<file path="src/rtl/rv32_inst_decoder.sv">
// RV32I + M + Zicsr decoder: combinational field/control decode plus a sticky illegal flag.
// Define INST_CNT_EN to add five per-class retired-instruction counters.
module rv32_inst_decoder #(
    parameter int REG_WIDTH = 5
) (
    input  logic                 clock,
    input  logic                 reset,
    input  logic [31:0]          inst,
    input  logic                 dec_valid,
    output logic [REG_WIDTH-1:0] rs1_addr,
    output logic [REG_WIDTH-1:0] rs2_addr,
    output logic [REG_WIDTH-1:0] rd_addr,
    output logic                 rd_we,
    output logic [31:0]          imm,
    output logic [3:0]           alu_op,
    output logic [1:0]           src_a_sel,
    output logic                 src_b_sel,
    output logic                 is_load,
    output logic                 is_store,
    output logic [1:0]           mem_size,
    output logic                 mem_unsigned,
    output logic                 is_branch,
    output logic [2:0]           br_func3,
    output logic                 is_jal,
    output logic                 is_jalr,
    output logic                 is_md,
    output logic [2:0]           md_op,
    output logic                 is_csr,
    output logic [1:0]           csr_op,
    output logic                 csr_imm,
    output logic [11:0]          csr_addr,
    output logic                 is_ecall,
    output logic                 is_ebreak,
    output logic                 is_mret,
    output logic                 fencei,
    output logic                 inst_err,
    output logic                 err_seen
`ifdef INST_CNT_EN
    ,
    output logic [31:0]          cnt_alu,
    output logic [31:0]          cnt_mem,
    output logic [31:0]          cnt_sys,
    output logic [31:0]          cnt_br,
    output logic [31:0]          cnt_jmp
`endif
);

    localparam logic [6:0] OPC_LUI    = 7'b0110111;
    localparam logic [6:0] OPC_AUIPC  = 7'b0010111;
    localparam logic [6:0] OPC_JAL    = 7'b1101111;
    localparam logic [6:0] OPC_JALR   = 7'b1100111;
    localparam logic [6:0] OPC_BRANCH = 7'b1100011;
    localparam logic [6:0] OPC_LOAD   = 7'b0000011;
    localparam logic [6:0] OPC_STORE  = 7'b0100011;
    localparam logic [6:0] OPC_OP_IMM = 7'b0010011;
    localparam logic [6:0] OPC_OP     = 7'b0110011;
    localparam logic [6:0] OPC_MISC   = 7'b0001111;
    localparam logic [6:0] OPC_SYSTEM = 7'b1110011;

    localparam logic [3:0] ALU_ADD  = 4'd0;
    localparam logic [3:0] ALU_SUB  = 4'd1;
    localparam logic [3:0] ALU_SLL  = 4'd2;
    localparam logic [3:0] ALU_SLT  = 4'd3;
    localparam logic [3:0] ALU_SLTU = 4'd4;
    localparam logic [3:0] ALU_XOR  = 4'd5;
    localparam logic [3:0] ALU_SRL  = 4'd6;
    localparam logic [3:0] ALU_SRA  = 4'd7;
    localparam logic [3:0] ALU_OR   = 4'd8;
    localparam logic [3:0] ALU_AND  = 4'd9;

    function automatic logic [3:0] f3_alu(input logic [2:0] f3);
        case (f3)
            3'd0:    return ALU_ADD;
            3'd1:    return ALU_SLL;
            3'd2:    return ALU_SLT;
            3'd3:    return ALU_SLTU;
            3'd4:    return ALU_XOR;
            3'd5:    return ALU_SRL;
            3'd6:    return ALU_OR;
            default: return ALU_AND;
        endcase
    endfunction

    logic [6:0]  w_opcode;
    logic [2:0]  w_f3;
    logic [6:0]  w_f7;
    logic [31:0] w_imm_i, w_imm_s, w_imm_b, w_imm_u, w_imm_j;
    logic        w_legal, w_writes, w_use_rd, w_use_rs1, w_use_rs2, w_reg_bad;
    logic        w_load, w_store, w_branch, w_jal, w_jalr, w_md, w_csr;
    logic        w_ecall, w_ebreak, w_mret, w_fencei;

    assign w_opcode = inst[6:0];
    assign w_f3     = inst[14:12];
    assign w_f7     = inst[31:25];

    assign w_imm_i = {{20{inst[31]}}, inst[31:20]};
    assign w_imm_s = {{20{inst[31]}}, inst[31:25], inst[11:7]};
    assign w_imm_b = {{19{inst[31]}}, inst[31], inst[7], inst[30:25], inst[11:8], 1'b0};
    assign w_imm_u = {inst[31:12], 12'b0};
    assign w_imm_j = {{11{inst[31]}}, inst[31], inst[19:12], inst[20], inst[30:21], 1'b0};

    always_comb begin
        w_legal   = 1'b0;
        w_writes  = 1'b0;
        w_use_rd  = 1'b0;
        w_use_rs1 = 1'b0;
        w_use_rs2 = 1'b0;
        w_load    = 1'b0;
        w_store   = 1'b0;
        w_branch  = 1'b0;
        w_jal     = 1'b0;
        w_jalr    = 1'b0;
        w_md      = 1'b0;
        w_csr     = 1'b0;
        w_ecall   = 1'b0;
        w_ebreak  = 1'b0;
        w_mret    = 1'b0;
        w_fencei  = 1'b0;
        imm       = 32'd0;
        alu_op    = ALU_ADD;
        src_a_sel = 2'd0;
        src_b_sel = 1'b0;
        case (w_opcode)
            OPC_LUI, OPC_AUIPC: begin
                w_legal   = 1'b1;
                w_writes  = 1'b1;
                w_use_rd  = 1'b1;
                imm       = w_imm_u;
                src_a_sel = (w_opcode == OPC_LUI) ? 2'd2 : 2'd1;
                src_b_sel = 1'b1;
            end
            OPC_JAL: begin
                w_legal   = 1'b1;
                w_writes  = 1'b1;
                w_use_rd  = 1'b1;
                w_jal     = 1'b1;
                imm       = w_imm_j;
                src_a_sel = 2'd1;
                src_b_sel = 1'b1;
            end
            OPC_JALR: begin
                w_legal   = 1'b1;
                w_writes  = 1'b1;
                w_use_rd  = 1'b1;
                w_use_rs1 = 1'b1;
                w_jalr    = 1'b1;
                imm       = w_imm_i;
                src_a_sel = 2'd1;
                src_b_sel = 1'b1;
            end
            OPC_BRANCH: begin
                w_legal   = (w_f3 != 3'd2) && (w_f3 != 3'd3);
                w_use_rs1 = 1'b1;
                w_use_rs2 = 1'b1;
                w_branch  = 1'b1;
                imm       = w_imm_b;
            end
            OPC_LOAD: begin
                w_legal   = (w_f3 != 3'd3) && (w_f3 != 3'd6) && (w_f3 != 3'd7);
                w_writes  = 1'b1;
                w_use_rd  = 1'b1;
                w_use_rs1 = 1'b1;
                w_load    = 1'b1;
                imm       = w_imm_i;
                src_b_sel = 1'b1;
            end
            OPC_STORE: begin
                w_legal   = (w_f3 <= 3'd2);
                w_use_rs1 = 1'b1;
                w_use_rs2 = 1'b1;
                w_store   = 1'b1;
                imm       = w_imm_s;
                src_b_sel = 1'b1;
            end
            OPC_OP_IMM: begin
                w_legal   = 1'b1;
                w_writes  = 1'b1;
                w_use_rd  = 1'b1;
                w_use_rs1 = 1'b1;
                imm       = w_imm_i;
                src_b_sel = 1'b1;
                alu_op    = f3_alu(w_f3);
                // Shift-immediates reuse funct7 as an opcode extension.
                if (w_f3 == 3'd1) begin
                    w_legal = (w_f7 == 7'h00);
                end else if (w_f3 == 3'd5) begin
                    w_legal = (w_f7 == 7'h00) || (w_f7 == 7'h20);
                    if (w_f7 == 7'h20) alu_op = ALU_SRA;
                end
            end
            OPC_OP: begin
                w_writes  = 1'b1;
                w_use_rd  = 1'b1;
                w_use_rs1 = 1'b1;
                w_use_rs2 = 1'b1;
                case (w_f7)
                    7'h00: begin
                        w_legal = 1'b1;
                        alu_op  = f3_alu(w_f3);
                    end
                    7'h20: begin
                        if (w_f3 == 3'd0) begin
                            w_legal = 1'b1;
                            alu_op  = ALU_SUB;
                        end else if (w_f3 == 3'd5) begin
                            w_legal = 1'b1;
                            alu_op  = ALU_SRA;
                        end
                    end
                    7'h01: begin
                        w_legal = 1'b1;
                        w_md    = 1'b1;
                    end
                    default: w_legal = 1'b0;
                endcase
            end
            OPC_MISC: begin
                w_legal  = (w_f3 <= 3'd1);
                w_fencei = (w_f3 == 3'd1);
            end
            OPC_SYSTEM: begin
                if (w_f3 == 3'd0) begin
                    w_ecall  = (inst == 32'h0000_0073);
                    w_ebreak = (inst == 32'h0010_0073);
                    w_mret   = (inst == 32'h3020_0073);
                    w_legal  = w_ecall || w_ebreak || w_mret;
                end else if (w_f3 != 3'd4) begin
                    // Immediate CSR forms carry a zimm in the rs1 field, not a register.
                    w_legal   = 1'b1;
                    w_csr     = 1'b1;
                    w_writes  = 1'b1;
                    w_use_rd  = 1'b1;
                    w_use_rs1 = !w_f3[2];
                end
            end
            default: w_legal = 1'b0;
        endcase
    end

    assign w_reg_bad = (REG_WIDTH == 4) &&
                       ((w_use_rd && inst[11]) || (w_use_rs1 && inst[19]) || (w_use_rs2 && inst[24]));

    assign inst_err = !w_legal || w_reg_bad;

    assign rs1_addr = inst[15 +: REG_WIDTH];
    assign rs2_addr = inst[20 +: REG_WIDTH];
    assign rd_addr  = inst[7 +: REG_WIDTH];

    assign rd_we     = w_writes && (inst[11:7] != 5'd0) && !inst_err;
    assign is_load   = w_load   && !inst_err;
    assign is_store  = w_store  && !inst_err;
    assign is_branch = w_branch && !inst_err;
    assign is_jal    = w_jal    && !inst_err;
    assign is_jalr   = w_jalr   && !inst_err;
    assign is_md     = w_md     && !inst_err;
    assign is_csr    = w_csr    && !inst_err;
    assign is_ecall  = w_ecall  && !inst_err;
    assign is_ebreak = w_ebreak && !inst_err;
    assign is_mret   = w_mret   && !inst_err;
    assign fencei    = w_fencei && !inst_err;

    assign mem_size     = ((w_opcode == OPC_LOAD) || (w_opcode == OPC_STORE)) ? w_f3[1:0] : 2'd0;
    assign mem_unsigned = (w_opcode == OPC_LOAD) && w_f3[2];
    assign br_func3     = w_f3;
    assign md_op        = w_f3;
    assign csr_op       = w_f3[1:0];
    assign csr_imm      = w_f3[2];
    assign csr_addr     = inst[31:20];

    logic r_err_seen;

    always_ff @(posedge clock or negedge reset) begin
        if (!reset) begin
            r_err_seen <= 1'b0;
        end else if (dec_valid && inst_err) begin
            r_err_seen <= 1'b1;
        end
    end

    assign err_seen = r_err_seen;

`ifdef INST_CNT_EN
    logic        w_retire;
    logic        w_cls_alu, w_cls_mem, w_cls_sys, w_cls_br, w_cls_jmp;
    logic [31:0] r_cnt_alu, r_cnt_mem, r_cnt_sys, r_cnt_br, r_cnt_jmp;

    assign w_retire  = dec_valid && !inst_err;
    assign w_cls_alu = (w_opcode == OPC_LUI) || (w_opcode == OPC_AUIPC) ||
                       (w_opcode == OPC_OP)  || (w_opcode == OPC_OP_IMM);
    assign w_cls_mem = (w_opcode == OPC_LOAD) || (w_opcode == OPC_STORE);
    assign w_cls_sys = (w_opcode == OPC_SYSTEM);
    assign w_cls_br  = (w_opcode == OPC_BRANCH);
    assign w_cls_jmp = (w_opcode == OPC_JAL) || (w_opcode == OPC_JALR);

    always_ff @(posedge clock or negedge reset) begin
        if (!reset) begin
            r_cnt_alu <= 32'd0;
            r_cnt_mem <= 32'd0;
            r_cnt_sys <= 32'd0;
            r_cnt_br  <= 32'd0;
            r_cnt_jmp <= 32'd0;
        end else if (w_retire) begin
            if (w_cls_alu) r_cnt_alu <= r_cnt_alu + 32'd1;
            if (w_cls_mem) r_cnt_mem <= r_cnt_mem + 32'd1;
            if (w_cls_sys) r_cnt_sys <= r_cnt_sys + 32'd1;
            if (w_cls_br)  r_cnt_br  <= r_cnt_br  + 32'd1;
            if (w_cls_jmp) r_cnt_jmp <= r_cnt_jmp + 32'd1;
        end
    end

    assign cnt_alu = r_cnt_alu;
    assign cnt_mem = r_cnt_mem;
    assign cnt_sys = r_cnt_sys;
    assign cnt_br  = r_cnt_br;
    assign cnt_jmp = r_cnt_jmp;
`endif

endmodule

</file>
<file path="config.mk">
export PLATFORM = sky130hd
export DESIGN_NAME = rv32_inst_decoder
export DESIGN_NICKNAME = d
export VERILOG_FILES = /design/src/rtl/rv32_inst_decoder.sv
export SDC_FILE = /design/constraint.sdc
export NUM_CORES = 1
export LEC_CHECK = 0
export ABC_AREA = 1
export CORE_MARGIN = 10
export CORE_UTILIZATION = 35
export CTS_BUF_LIST = sky130_fd_sc_hd__clkbuf_4 sky130_fd_sc_hd__clkbuf_8
export CTS_CLUSTER_SIZE = 20
export DETAILED_ROUTE_END_ITERATION = 6
export PLACE_DENSITY = 0.95
export SYNTH_ARGS = -nofsm -noshare
export SYNTH_HDL_FRONTEND = slang
export SYNTH_SLANG_ARGS = --single-unit
export TNS_END_PERCENT = 10
</file>
<file path="constraint.sdc">
create_clock -name clock -period 2.51 [get_ports clock]
set_input_delay 0.3765 -clock clock [delete_from_list [all_inputs] [get_ports clock]]
set_output_delay 0.3765 -clock clock [all_outputs]
set_load 0.03 [all_outputs]
</file>
==> impl_metrics.py, run 1 <==
metrics = {
    "global_route": {
        "grt_pass1_vias": 2058,
        "grt_usage_pct": 15.79,
        "grt_max_degree": 13,
        "remaining_overflow_grt": 0,
        "grt_pass1_wl_um": 9832,
        "antenna_found_initial": 0,
    },
    "synthesis": {
        "yosys.area_share.simple_pct": 44.78,
        "synth_fp_nets": 319,
        "synth-seq-area-share_pct": 1.770,
        "synth-compound-area-share_pct": 16.11,
        "post_synth.cell_area_avg_um2": 4.978,
        "synth.mux.area_fraction_pct": 0,
        "flop_and_latch_count_out_of_synthesis": 1,
        "dominant_combinational_cell_family_by_area_after_synthesis": "simple AND/OR/NAND/NOR gates",
        "synthXorXnorAreaFrac_pct": 0,
        "synth_warnings": 0,
        "synth-adder-area-share_pct": 0,
        "syn_inst": 284,
        "syn_area_um2": 1414,
        "synthDistinctLibCells": 26,
    },
    "worst_setup_path": {
        "worstSetupPathDepth": 10,
        "timing.critical_path.from_type": "primary input",
        "critical_path_arrival_ns": 2.07,
        "cpMaxStageDelayCell": "sky130_fd_sc_hd__clkdlybuf4s50_1",
        "critical_path.max_fanout": 8,
        "cp.required_ns": 2.13,
        "critPathMaxStageDelay_ns": 0.41,
        "cpMostUsedCell": "sky130_fd_sc_hd__buf_4",
        "criticalPathCategory": "primary input to output port",
        "cp_top_family": "buffers and inverters",
        "cell_chain_critical_path": "clkdlybuf4s50_1 -> inv_1 -> nand2_2 -> nor2_4 -> inv_2 -> o21ai_1 -> o21ai_2 -> buf_4 -> o21ai_0 -> buf_4",
        "critical_path_buf_inv_count": 5,
        "endpoint_kind": "output port",
        "timing.reg2reg.worst_path_depth": 2,
    },
    "pwr": {
        "cellPowerDensity_nw_per_um2": 148.5,
        "post-layout-total-power_mw": 0.3672,
        "worst_ir_drop_vdd_v": 0.00006825,
        "leakagePower_nw": 1.457,
    },
    "worst_hold_path": {
        "timing.hold.worst_path_depth": 2,
        "min_path_type": "flop to flop",
    },
    "sta": {
        "hold_viol_final": 0,
        "achievable-frequency_mhz": 409.3,
        "rsz_0062_raised_after_global_routing": "true",
        "fin_crit_ns": 2.443,
        "maxSlewHeadroom_pct": 75.31,
        "post-route-period-util_pct": 97.34,
        "timing_worst_slew_pin_value_ns": 0.3665,
        "final-setup-viol-count": 0,
        "largest_clock_skew_in_the_final_design_ns": 0,
        "maxSlewViolCount": 0,
    },
    "route": {
        "route.detailed.wl_per_inst_um": 14.31,
        "via_per_inst": 4.732,
        "drt_iter0_drc": 51,
        "vias": 2063,
        "final_antenna_net_count": 0,
        "drc": 0,
        "drt_pre_antenna_iters": 4,
        "detail_route.wirelength_um": 6240,
    },
    "floorplanning": {
        "floorplan.io_pins": 127,
        "die_h_um": 83.56,
        "initial_cell_density_of_the_core_pct": 35.86,
        "floorplan.die_area_um2": 6981,
        "core_area_um2": 3943,
        "die_x_um": 83.56,
        "placement_rows": 23,
    },
    "layout": {
        "post-route-cell-area_um2": 2472,
        "seq_area_um2": 25.02,
        "syn2layout_area_growth_pct": 74.87,
        "area_taken_by_multi_input_logic_gates_um2": 889.6,
        "antennaDiodeCount": 0,
        "fillCellCount": 377,
        "number_of_flip_flops_in_the_largest_register": 1,
        "final_nets": 423,
        "fraction_of_final_layout_cells_with_drive_strength_greater_than_1_pct": 25.13,
    },
    "clock_network": {
        "postCtsHoldBufs": 0,
        "cts.clk_slew.worst_paths_ns": 0,
        "clock_insertion_delay_worst_skew_ns": 0,
    },
    "placement": {
        "dpl-instance-area_um2": 2404,
        "globalplace.congestion": 0.9666,
        "post-dp-hpwl_um": 5422,
        "io_buffer_count": 126,
    },
    "status": {
        "result_of_the_run": "finished, final reports clean",
    },
    "flow_run": {
        "cap_viol_max_count": 0,
    },
}
==> final timing paths <==
check	to	slack [ns]	from
min in group asynchronous	err_seen$_DFFE_PN0P_	0.53	reset
worst min-delay path	err_seen$_DFFE_PN0P_	0.45	err_seen$_DFFE_PN0P_
worst max register to register	err_seen$_DFFE_PN0P_	1.95	err_seen$_DFFE_PN0P_
worst min register to register	err_seen$_DFFE_PN0P_	0.45	err_seen$_DFFE_PN0P_
max in group asynchronous	err_seen$_DFFE_PN0P_	1.88	reset
worst max-delay path	imm[16]	0.07	inst[2]
==> cell type report <==
class,instances,area share (%)
Multi-Input combinational cell,183,35.98
Sequential cell,1,1.012
Tap cell,50,2.530
Timing Repair Buffer,143,51.52
Inverter,59,8.957
==> metrics by stage <==
stage	hold slack [ns]	std cells	setup TNS [ns]	util [%]	setup WS (ns)
6_report	0.4468	436	0	62.71	0.06665
5_1_grt	0.4942	436	-0.4352	62.71	-0.07706
4_1_cts	0.4525	433	0	60.96	0.001580
3_5_place_dp	0.4502	433	0	60.96	0.01036
3_3_place_gp	0.4479	433	0	60.96	0.04371
2_1_floorplan	0.08091	284	0	-	0.1961
==> worst register-to-register path, stage by stage (launching register included) <==
cell	delay, ns
sky130_fd_sc_hd__dfrtp_1	0.35
sky130_fd_sc_hd__inv_1	0.05
sky130_fd_sc_hd__nand2_1	0.05
==> what timing repair did <==
item,in CTS,in global routing
gates resized for setup,0,28
setup endpoints to repair,0,29
setup buffers,0,3
endpoints found under the hold margin,0,0
==> layer usage <==
metal / part of all wire (%) / GRT usage (%)
met5: 0 / 0
met2: 47 / 28.58
met3: 8.9 / 4.883
met4: 0.19 / 0.3044
met1: 44 / 18.66
==> power breakdown <==
group	switching [mW]	internal (mW)
clock	0	0
sequential	0	0.0164
combinational	0.203	0.148
total	0.203	0.164
==> synthesized netlist by cell type (all sizes together) <==
library cell	n	area [um^2]
a21oi	6	30.03
a31oi	1	21.27
and2	2	15.02
buf	40	302.8
clkbuf	1	3.750
dfrtp	1	25.02
inv	59	221.5
nand2	74	302.8
nand3	19	95.09
nand4	1	6.260
nor2	43	186.4
nor3	3	15.01
nor4	2	12.51
o211ai	1	7.510
o21ai	25	128.9
o221ai	1	8.760
o22ai	5	31.28
==> layout by cell type (no fill, tap or decap) <==
cell	n
sky130_fd_sc_hd__a21oi_1	6
sky130_fd_sc_hd__a31oi_4	1
sky130_fd_sc_hd__and2_2	1
sky130_fd_sc_hd__and2_4	1
sky130_fd_sc_hd__buf_4	70
sky130_fd_sc_hd__clkdlybuf4s50_1	66
sky130_fd_sc_hd__dfrtp_1	1
sky130_fd_sc_hd__dlymetal6s2s_1	7
sky130_fd_sc_hd__inv_1	53
sky130_fd_sc_hd__inv_2	6
sky130_fd_sc_hd__nand2_1	68
sky130_fd_sc_hd__nand2_2	3
sky130_fd_sc_hd__nand2_4	3
sky130_fd_sc_hd__nand3_1	19
sky130_fd_sc_hd__nand4_1	1
sky130_fd_sc_hd__nor2_1	32
sky130_fd_sc_hd__nor2_2	7
sky130_fd_sc_hd__nor2_4	4
sky130_fd_sc_hd__nor3_1	3
sky130_fd_sc_hd__nor4_1	2
sky130_fd_sc_hd__o211ai_1	1
sky130_fd_sc_hd__o21ai_0	17
sky130_fd_sc_hd__o21ai_1	7
sky130_fd_sc_hd__o21ai_2	1
sky130_fd_sc_hd__o221ai_1	1
sky130_fd_sc_hd__o22ai_1	5
==> cells by family after synthesis <==
family          after synthesis
compound gates               39
buf+inv                     100
simple gates                144
flops                         1
Power figures use the tool's default switching activity.
==> run 2, diff against run 1 <==
Settings changed: ABC_AREA 1 to default, CORE_UTILIZATION 35 to 31, PLACE_DENSITY 0.95 to 0.9.
Clock period 2.51 ns to 2.7 ns, I/O delays scaled along.
==> run 2 against run 1 <==
Against the previous run: synthesized cell count fell by 32%; combinational power about the same; design area rose by 9.9%; first-iteration DRC count rose by 130%; wire length increased by 8.0%; critical path type unchanged; largest cell class unchanged.
==> impl_metrics.py, run 2 <==
metrics = {
    "status": {
        "result_of_the_run": "finished, final reports clean",
    },
    "route": {
        "via_per_inst": 5.167,
        "drt_iter0_drc": 119,
        "route.detailed.wl_per_inst_um": 18.16,
        "detail_route.wirelength_um": 6737,
        "vias": 1917,
        "final_antenna_net_count": 0,
        "drc": 0,
        "drt_pre_antenna_iters": 6,
    },
    "sta": {
        "setup-tns-final_ns": 0,
        "post-route-period-util_pct": 99.28,
        "maxSlewViolCount": 0,
        "final-setup-viol-count": 0,
        "achievable-frequency_mhz": 373.0,
        "maxSlewHeadroom_pct": 74.25,
        "hold_viol_final": 0,
        "fin_crit_ns": 2.681,
        "largest_clock_skew_in_the_final_design_ns": 0,
        "hold-worst-slack_ns": 0.4449,
        "rsz_0062_raised_after_global_routing": "true",
        "timing_worst_slew_pin_value_ns": 0.3855,
    },
    "floorplanning": {
        "die_h_um": 84.79,
        "floorplan.io_pins": 127,
        "initial_cell_density_of_the_core_pct": 32.30,
        "core_area_um2": 4029,
        "floorplan.die_area_um2": 7189,
        "die_x_um": 84.79,
        "placement_rows": 23,
    },
    "worst_setup_path": {
        "timing.critical_path.from_type": "primary input",
        "cp.required_ns": 2.30,
        "worst_r2r_startpoint": "err_seen$_DFFE_PN0P_",
        "critical_path_arrival_ns": 2.28,
        "criticalPathCategory": "primary input to output port",
        "timing.critical_path.from": "inst[28]",
        "endpoint_kind": "output port",
        "critical_path.max_fanout": 4,
    },
    "synthesis": {
        "synth-main-ff-cell": "sky130_fd_sc_hd__dfrtp_1",
        "synth_enable_flop_cells": 0,
        "synth.area.top_cells": "sky130_fd_sc_hd__buf_4 21%, sky130_fd_sc_hd__a21o_1 7.5%, sky130_fd_sc_hd__nand2_1 6.3%",
        "syn_area_um2": 1301,
        "synth_fp_nets": 229,
        "synthArstFlopShare_pct": 100.0,
        "flop_and_latch_count_out_of_synthesis": 1,
        "post-synth-top-area-fraction_pct": 20.77,
        "synthDistinctLibCells": 50,
        "netlist.top_cell.by_area": "sky130_fd_sc_hd__buf_4",
        "syn_inst": 194,
        "synthMostInstantiatedCell": "sky130_fd_sc_hd__buf_4",
        "most_frequent_cells_after_synthesis": "36 x sky130_fd_sc_hd__buf_4, 22 x sky130_fd_sc_hd__nand2_1, 17 x sky130_fd_sc_hd__nor2_1",
        "synth-seq-area-share_pct": 1.923,
        "synth_warnings": 0,
        "post_synth.cell_area_avg_um2": 6.707,
    },
    "clock_network": {
        "cts.clk_slew.worst_paths_ns": 0,
        "clock_insertion_delay_worst_skew_ns": 0,
    },
    "placement": {
        "io_buffer_count": 126,
        "globalplace.congestion": 0.9243,
        "post-dp-hpwl_um": 5803,
    },
    "global_route": {
        "remaining_overflow_grt": 0,
        "grt_pass1_vias": 2004,
        "antenna_found_initial": 0,
        "grt_max_degree": 18,
        "grt_usage_pct": 17.43,
        "grt_pass1_wl_um": 10810,
    },
    "pwr": {
        "leakagePower_nw": 1.406,
        "post-layout-total-power_mw": 0.3684,
        "worst_ir_drop_vdd_v": 0.00009077,
        "cellPowerDensity_nw_per_um2": 135.6,
    },
    "layout": {
        "mostFrequentLayoutCells": "89 x sky130_fd_sc_hd__buf_4, 62 x sky130_fd_sc_hd__clkdlybuf4s50_1, 22 x sky130_fd_sc_hd__nand2_1, 16 x sky130_fd_sc_hd__nor2_1, 13 x sky130_fd_sc_hd__a21o_1",
        "fraction_of_final_layout_cells_with_drive_strength_greater_than_1_pct": 36.76,
        "final_nets": 358,
        "number_of_flip_flops_in_the_largest_register": 1,
        "mostFrequentLayoutCell": "sky130_fd_sc_hd__buf_4",
        "antennaDiodeCount": 0,
        "fillCellCount": 355,
        "syn2layout_area_growth_pct": 108.8,
    },
    "worst_hold_path": {
        "holdCritStartpoint": "err_seen$_DFFE_PN0P_",
        "min_path_type": "flop to flop",
    },
    "flow_run": {
        "cap_viol_max_count": 0,
    },
}
## run 2: changes by cell type after synthesis, moves of 6 or more
cell,delta
sky130_fd_sc_hd__a21o_1,+13
sky130_fd_sc_hd__a22o_1,+6
sky130_fd_sc_hd__inv_1,-51
sky130_fd_sc_hd__nand2_1,-48
sky130_fd_sc_hd__nand3_1,-15
sky130_fd_sc_hd__nor2_1,-22
sky130_fd_sc_hd__nor2b_1,+8
sky130_fd_sc_hd__o21ai_0,-17
## run 2: area by class of cell
type / instances / area (um^2) / share of cell area [%]
Timing Repair Buffer: 172 / 1634 / 60.16
Multi-Input combinational cell: 142 / 972.2 / 35.79
Inverter: 6 / 22.52 / 0.8291
Tap cell: 50 / 62.56 / 2.303
Sequential cell: 1 / 25.02 / 0.9212
## run 2: report_power, final
| part | internal (mW) | switching [mW] | total [mW] |
|---|---|---|---|
| sequential | 0.0153 | 0.000000000000000385 | 0.0153 |
| clock | 0 | 0 | 0 |
| combinational | 0.164 | 0.189 | 0.353 |
## run 2: logic make-up (layout without fill, tap and decap cells)
kind of cell,after synthesis,after routing,synth area share (%)
and+or+nand+nor,96,96,42.60
buffers and inverters,51,178,26.83
AOI/OAI and AO/OA,44,44,27.31
xor gates and xnor gates,2,2,1.346
DFF,1,1,1.923
## run 2: timing repair
action | 4_1_cts | 5_1_grt
hold buffers | 0 | 0
pin swaps | 0 | 5
buffers inserted | 0 | 1
resized for setup | 3 | 16
endpoints found under the setup margin | 22 | 29
cloned | 0 | 0
## run 2: final timing paths
check	to	slack [ns]	cells past startpoint
setup / recovery	rd_we	0.02	6
hold / removal	err_seen$_DFFE_PN0P_	0.44	1
setup reg to reg	err_seen$_DFFE_PN0P_	2.08	1
hold reg to reg	err_seen$_DFFE_PN0P_	0.44	1
max in group asynchronous	err_seen$_DFFE_PN0P_	2.05	1
min in group asynchronous	err_seen$_DFFE_PN0P_	0.56	1
## run 2: per-stage QoR
stage	cells	worst slack, ns	utilization [%]	instance area, um^2
2_1_floorplan	194	0.2620	-	1301
3_3_place_gp	370	-0.07274	65.50	2639
3_5_place_dp	370	-0.05101	65.50	2639
4_1_cts	370	-0.03968	66.02	2660
5_1_grt	371	-0.04047	67.42	2716
6_report	371	0.01933	67.42	2716
## run 2: layer usage
layer	part of all wire (%)	GRT usage, %	vias to the layer above	routed length [um]
met5	0	0	-	0
met4	0.82	1.796	0	55
met3	12	6.667	6	787
met2	49	31.71	113	3327
met1	38	19.22	887	2566
li1	-	-	911	-
## run 2: worst max-delay path: stages
cell and delay (ns):
sky130_fd_sc_hd__clkdlybuf4s50_1 0.52, sky130_fd_sc_hd__or3_1 0.47, sky130_fd_sc_hd__a2111oi_4 0.42, sky130_fd_sc_hd__nor4_4 0.07
sky130_fd_sc_hd__a211oi_2 0.19, sky130_fd_sc_hd__buf_4 0.19
==> run 3, diff against run 2 <==
Settings changed: CTS_CLUSTER_SIZE 20 to 24.
==> results of run 3 <==
No change in the layout: final DEF, timing and power equal those of run 2.
